File: src/rtl/skinny_pkg.sv
// Shared definitions for the nibble-serial SKINNY-64 S-box layer:
// the 4-bit S-box tables, the FSM state encoding and the nibble count.
package skinny_pkg;

  localparam int NIBBLES = 16;

  // Inverse S-box S4^-1, indexed by the input nibble value.
  localparam logic [3:0] S4_INV [0:15] = '{
    4'h3, 4'h4, 4'h6, 4'h8, 4'hC, 4'hA, 4'h1, 4'hE,
    4'h9, 4'h2, 4'h5, 4'h7, 4'h0, 4'hB, 4'hD, 4'hF
  };

  // Forward S-box S4, indexed by the input nibble value.
  localparam logic [3:0] S4_FWD [0:15] = '{
    4'hC, 4'h6, 4'h9, 4'h0, 4'h1, 4'hA, 4'h2, 4'hB,
    4'h3, 4'h8, 4'h5, 4'hD, 4'h4, 4'hE, 4'h7, 4'hF
  };

  typedef enum logic [1:0] {
    IDLE = 2'd0,
    BUSY = 2'd1,
    DONE = 2'd2
  } state_t;

endpackage

File: src/rtl/skinny_inv_sbox4.sv
// Combinational 4-bit SKINNY S-box lookup. Kept as its own module so that
// masking tools can treat it as the nonlinear gadget.
// Build option SKINNY_SBOX_FWD_EN adds mode_inv (1 = S4^-1, 0 = forward S4).
module skinny_inv_sbox4
  import skinny_pkg::*;
(
  input  logic [3:0] nib_i,
`ifdef SKINNY_SBOX_FWD_EN
  input  logic       mode_inv,
`endif
  output logic [3:0] nib_o
);

`ifdef SKINNY_SBOX_FWD_EN
  assign nib_o = mode_inv ? S4_INV[nib_i] : S4_FWD[nib_i];
`else
  assign nib_o = S4_INV[nib_i];
`endif

endmodule

File: src/rtl/skinny_inv_sbox_serial.sv
// Nibble-serial inverse SKINNY-64 S-box layer. A 64-bit state is loaded
// into a shift register, NPC nibbles are substituted per cycle while the
// register rotates right, and after 16/NPC steps the original nibble order
// is restored. One state in flight at a time.
// Handshake: a transfer happens on a rising edge where valid and ready are
// both high; in_ready is high only in IDLE, out_valid only in DONE, and
// out_valid/out_data hold steady until the output transfer completes.
// Build option SKINNY_SBOX_FWD_EN adds port mode_inv, latched on accept.
module skinny_inv_sbox_serial
  import skinny_pkg::*;
#(
  parameter int STATE_W = 64,
  parameter int NPC     = 1
)(
  input  logic               clk,
  input  logic               rst,
  input  logic               in_valid,
  output logic               in_ready,
  input  logic [STATE_W-1:0] in_data,
`ifdef SKINNY_SBOX_FWD_EN
  input  logic               mode_inv,
`endif
  output logic               out_valid,
  input  logic               out_ready,
  output logic [STATE_W-1:0] out_data,
  output logic               busy
);

  localparam int SUB_W = 4 * NPC;
  localparam int STEPS = NIBBLES / NPC;
  localparam int CNT_W = (STEPS > 1) ? $clog2(STEPS) : 1;
  localparam logic [CNT_W-1:0] LAST_STEP = CNT_W'(STEPS - 1);

  state_t             state_q, state_d;
  logic [CNT_W-1:0]   cnt_q, cnt_d;
  logic [STATE_W-1:0] sr_q, sr_d;
  logic [SUB_W-1:0]   sub_out;
  logic [STATE_W-1:0] sr_rot;
`ifdef SKINNY_SBOX_FWD_EN
  logic               mode_q, mode_d;
`endif

  // The low NPC nibbles of the register go through the S-box gadgets.
  for (genvar g = 0; g < NPC; g++) begin : g_sbox
    skinny_inv_sbox4 u_sbox (
      .nib_i    (sr_q[4*g +: 4]),
`ifdef SKINNY_SBOX_FWD_EN
      .mode_inv (mode_q),
`endif
      .nib_o    (sub_out[4*g +: 4])
    );
  end

  // Substituted nibbles re-enter at the top: a right rotation by SUB_W.
  if (SUB_W >= STATE_W) begin : g_rot_full
    assign sr_rot = sub_out;
  end else begin : g_rot_part
    assign sr_rot = {sub_out, sr_q[STATE_W-1:SUB_W]};
  end

  // Next-state logic for FSM, step counter and shift register.
  always_comb begin
    state_d = state_q;
    cnt_d   = cnt_q;
    sr_d    = sr_q;
`ifdef SKINNY_SBOX_FWD_EN
    mode_d  = mode_q;
`endif
    case (state_q)
      IDLE: begin
        if (in_valid) begin
          sr_d    = in_data;
          cnt_d   = '0;
          state_d = BUSY;
`ifdef SKINNY_SBOX_FWD_EN
          mode_d  = mode_inv;
`endif
        end
      end
      BUSY: begin
        sr_d = sr_rot;
        if (cnt_q == LAST_STEP) begin
          cnt_d   = '0;
          state_d = DONE;
        end else begin
          cnt_d = cnt_q + 1'b1;
        end
      end
      DONE: begin
        if (out_ready) state_d = IDLE;
      end
      default: state_d = IDLE;
    endcase
  end

  // State registers; reset discards any work in progress.
  always_ff @(posedge clk or posedge rst) begin
    if (rst) begin
      state_q <= IDLE;
      cnt_q   <= '0;
      sr_q    <= '0;
`ifdef SKINNY_SBOX_FWD_EN
      mode_q  <= 1'b0;
`endif
    end else begin
      state_q <= state_d;
      cnt_q   <= cnt_d;
      sr_q    <= sr_d;
`ifdef SKINNY_SBOX_FWD_EN
      mode_q  <= mode_d;
`endif
    end
  end

  assign in_ready  = (state_q == IDLE);
  assign out_valid = (state_q == DONE);
  assign busy      = (state_q != IDLE);
  assign out_data  = sr_q;

endmodule

File: config.mk
export PLATFORM = sky130hd
export DESIGN_NAME = skinny_inv_sbox_serial
export DESIGN_NICKNAME = d
export VERILOG_FILES = /design/src/rtl/skinny_pkg.sv /design/src/rtl/skinny_inv_sbox4.sv /design/src/rtl/skinny_inv_sbox_serial.sv
export SDC_FILE = /design/constraint.sdc
export NUM_CORES = 1
export LEC_CHECK = 0
export ABC_AREA = 1
export CAP_MARGIN = 0
export CORE_MARGIN = 2
export CORE_UTILIZATION = 30
export DETAILED_ROUTE_END_ITERATION = 8
export GPL_TIMING_DRIVEN = 1
export SLEW_MARGIN = 30
export SYNTH_ARGS = -nofsm -noshare
export SYNTH_HDL_FRONTEND = slang
export SYNTH_HIERARCHICAL = 1
export SYNTH_SLANG_ARGS = --single-unit
File: constraint.sdc
create_clock -name clk -period 2.71 [get_ports clk]
set_input_delay 0.542 -clock clk [delete_from_list [all_inputs] [get_ports clk]]
set_output_delay 0.542 -clock clk [all_outputs]
set_load 0.03 [all_outputs]
==> reports/metrics.csv <==
stage;metric;value;unit
synthesis;Adder-Cell Fraction of Synth Area;1.85;%
clock_network;Reg clk slew, reported paths;60;ps
global_routing;largest net degree at the start of global routing;66;
synthesis;ranking of synthesized cells by area;dfrtp_1 52%, nand2_1 10%, a21oi_1 9.8%;
status;run status;complete, no violations;
timing;fin crit period;2190;ps
clock_network;Skew-Pair Late Insertion Delay;320;ps
setup_path;R2R depth;5;
synthesis;syn avg cell area;8.07;um^2
global_routing;gr usage total;17.4;%
synthesis;Synth cell types;20;
clock_network;Root Buffer;clkbuf_16;
synthesis;Post-Synth XOR/XNOR Area;0.259;%
pwr;Power Total;6990;uW
synthesis;multiplexer area fraction after synthesis;0;%
synthesis;top cells by count, synth;90 x nand2_1, 70 x dfrtp_1, 68 x nor2_1, 66 x a21oi_1, 52 x o21ai_0;
run;Max Cap Viol;0;
die;Initial Util;30.9;%
pwr;power density cells;1360;nW/um^2
place;Area after DPL;4800;um^2
setup_path;Crit. End Element;output port;
synthesis;Syn Inst Count;419;
setup_path;reg-to-reg startpoint;state_q[1]$_DFFE_PP0P_;
final_layout;layout cells sized above 1;6.18;%
final_layout;Layout Nets;618;
routing;DRC Markers;0;
min_path;hold_sp;out_data[28]$_DFFE_PP0P_;
timing;Slew @ Worst Pin;517;ps
timing;pins over their slew limit;0;
die;Core Region;10900;um^2
synthesis;post-synthesis sequential area ratio;51.8;%
place;PortBufs;134;
synthesis;Yosys Warn Count;6;
routing;drt wl/cell;14.9;um
die;DIE AREA;12100;um^2
synthesis;largest family of logic cells by synthesized area;compound AO/OA/AOI/OAI gates;
routing;ANT nets after route;0;
clock_network;Post-CTS Setup Bufs;0;
min_path;Hold Crit Endpoint;out_data[24]$_DFFE_PP0P_;
routing;Via Count;3315;
clock_network;CTS tree;yes;
routing;drt pass-1 iters;4;
pwr;Leak;0.00226;uW
synthesis;synthesis-stage register bit count;70;
setup_path;Setup CP Type;flop to output port;
synthesis;fraction of registers with async set/reset;100;%
synthesis;Yosys top cell area share;51.8;%
clock_network;Post-CTS Hold Fix Bufs;0;
die;Die Wd;110;um
synthesis;Synth Area in Compound Gates;20.0;%
timing;Clock Skew;9.43;ps
pwr;maximum VDD drop;0.000533;V
synthesis;leading area contributor after synthesis;dfrtp_1;
clock_network;clock buffer depth;2;
synthesis;Synthesized Nets;492;
global_routing;gr ovfl total;0;
routing;WL final;10.3;mm
setup_path;CP startpoint kind;flop;
timing;final number of hold-violating endpoints;0;
place;HPWL Detailed;6.99;mm
global_routing;first-pass GRT wire length;16.3;mm
setup_path;r2r endpoint;out_data[14]$_DFFE_PP0P_;
timing;relative slew slack;65.2;%
timing;final count of negative-setup-slack endpoints;0;
clock_network;CTS Sinks;70;
setup_path;largest fanout on the critical path;4;
global_routing;number of global-route vias before repair;3368;
final_layout;Area growth, synth to finish;51.7;%
timing;unrepaired setup endpoints after global routing;no;
timing;period utilization;80.7;%
min_path;WHS Path Cells;2;
synthesis;synthesized cell area;3380;um^2
setup_path;WP data arrival;1640;ps
min_path;worst min-delay path category;flop to flop;
routing;First DRT Iteration DRCs;181;
synthesis;cell with the most instances after synthesis;nand2_1;
setup_path;Worst EP required;2170;ps
die;die extent in y;110;um
global_routing;initial antenna violation count;0;
synthesis;Synth Area in Simple Gates;19.4;%
setup_path;R2R Setup Slk;960;ps
routing;Vias per Instance;4.80;
place;RD Place Congestion;0.798;
final_layout;number of diodes;0;
die;boundary pin count;135;
timing;Final TNS setup;0;ps
timing;achievable frequency;457;MHz
die;Placement Rows;38;
clock_network;Inserted Clock Buffers;9;
final_layout;design area;5130;um^2
clock_network;H-tree levels;3;
clock_network;post-CTS sizing;0;
synthesis;Post-synth EDFFs;0;
synthesis;Most used DFF post-synth;dfrtp_1;
-- cell usage in the layout (no fill, tap or decap) --
cell / synthesis / layout
nand4_1: 2 / 2
inv_1: 10 / 9
clkdlybuf4s50_1: 0 / 134
ha_1: 5 / 5
nand2_1: 90 / 89
clkbuf_8: 0 / 1
a22o_1: 1 / 1
buf_4: 8 / 8
buf_12: 0 / 1
bufinv_16: 0 / 2
a21oi_1: 66 / 66
dfrtp_1: 70 / 70
nand3_1: 4 / 4
clkbuf_16: 0 / 9
o21ai_1: 14 / 14
clkinvlp_4: 0 / 2
nor2_4: 1 / 1
nor2_1: 68 / 68
o22ai_1: 1 / 1
clkinv_2: 0 / 2
o21ai_0: 52 / 52
inv_2: 3 / 4
xor2_1: 1 / 1
nand2_2: 3 / 4
-- through the flow --
| step | hold WS, ps | instances | setup WS, ps | utilization (%) |
|---|---|---|---|---|
| 6_report | 553 | 690 | 523 | 46.9 |
| 5_1_grt | 582 | 690 | 441 | 46.9 |
| 4_1_cts | 553 | 690 | 503 | 46.9 |
| 3_5_place_dp | 526 | 674 | 858 | 43.9 |
| 3_3_place_gp | 510 | 674 | 887 | 43.9 |
| 2_1_floorplan | 494 | 419 | 400 | - |
-- worst max-delay path, stage by stage, from the launching register on --
cell and delay, ps:
dfrtp_1 420, inv_2 80, nor2_1 130, clkdlybuf4s50_1 690
-- worst max path at each step --
| stage | to | slack (ps) | from | depth (start not counted) |
|---|---|---|---|---|
| after global routing | in_ready | 440 | state_q[0]$_DFFE_PP0P_ | 2 |
| after CTS | out_valid | 500 | state_q[1]$_DFFE_PP0P_ | 3 |
| after detailed placement | out_data[38]$_DFFE_PP0P_ | 860 | in_valid | 6 |
| final | out_valid | 520 | state_q[1]$_DFFE_PP0P_ | 3 |
| after floorplan | cnt_q[0]$_DFFE_PP0P_ | 400 | rst | 1 |
| after global placement | in_ready | 890 | state_q[0]$_DFFE_PP0P_ | 2 |
-- power by group --
part	internal, uW	total [uW]	switching [uW]
combinational	1480	3660	2180
clock	827	1260	434
sequential	1580	2070	489
-- layout make-up --
| cell class | instances | area [um^2] |
|---|---|---|
| inverters | 13 | 48.8 |
| well taps | 140 | 175 |
| fillers | 1112 | 5810 |
| clock buffers | 10 | 239 |
| multi-input cells | 308 | 1410 |
| flip-flops and latches | 70 | 1750 |
| clock inverters | 6 | 85.1 |
| repair buffers | 143 | 1420 |
-- routing by layer --
layer  global-route usage [%]  wire, um
met1                     22.4      4480
met2                     28.2      4990
met3                     4.64       707
met4                     6.25        97
met5                        0         0
-- state kept, by name, indices dropped and copies added (netlist names) --
register	count
state_q	2
out_data	64
cnt_q	4
-- cells by family after synthesis --
logic type      count (synthesis)
fa+ha+maj                       5
xor+xnor                        1
simple gates                  168
buf+inv                        41
flops                          70
compound gates                134
No activity file was read; power rests on OpenSTA's default activity.
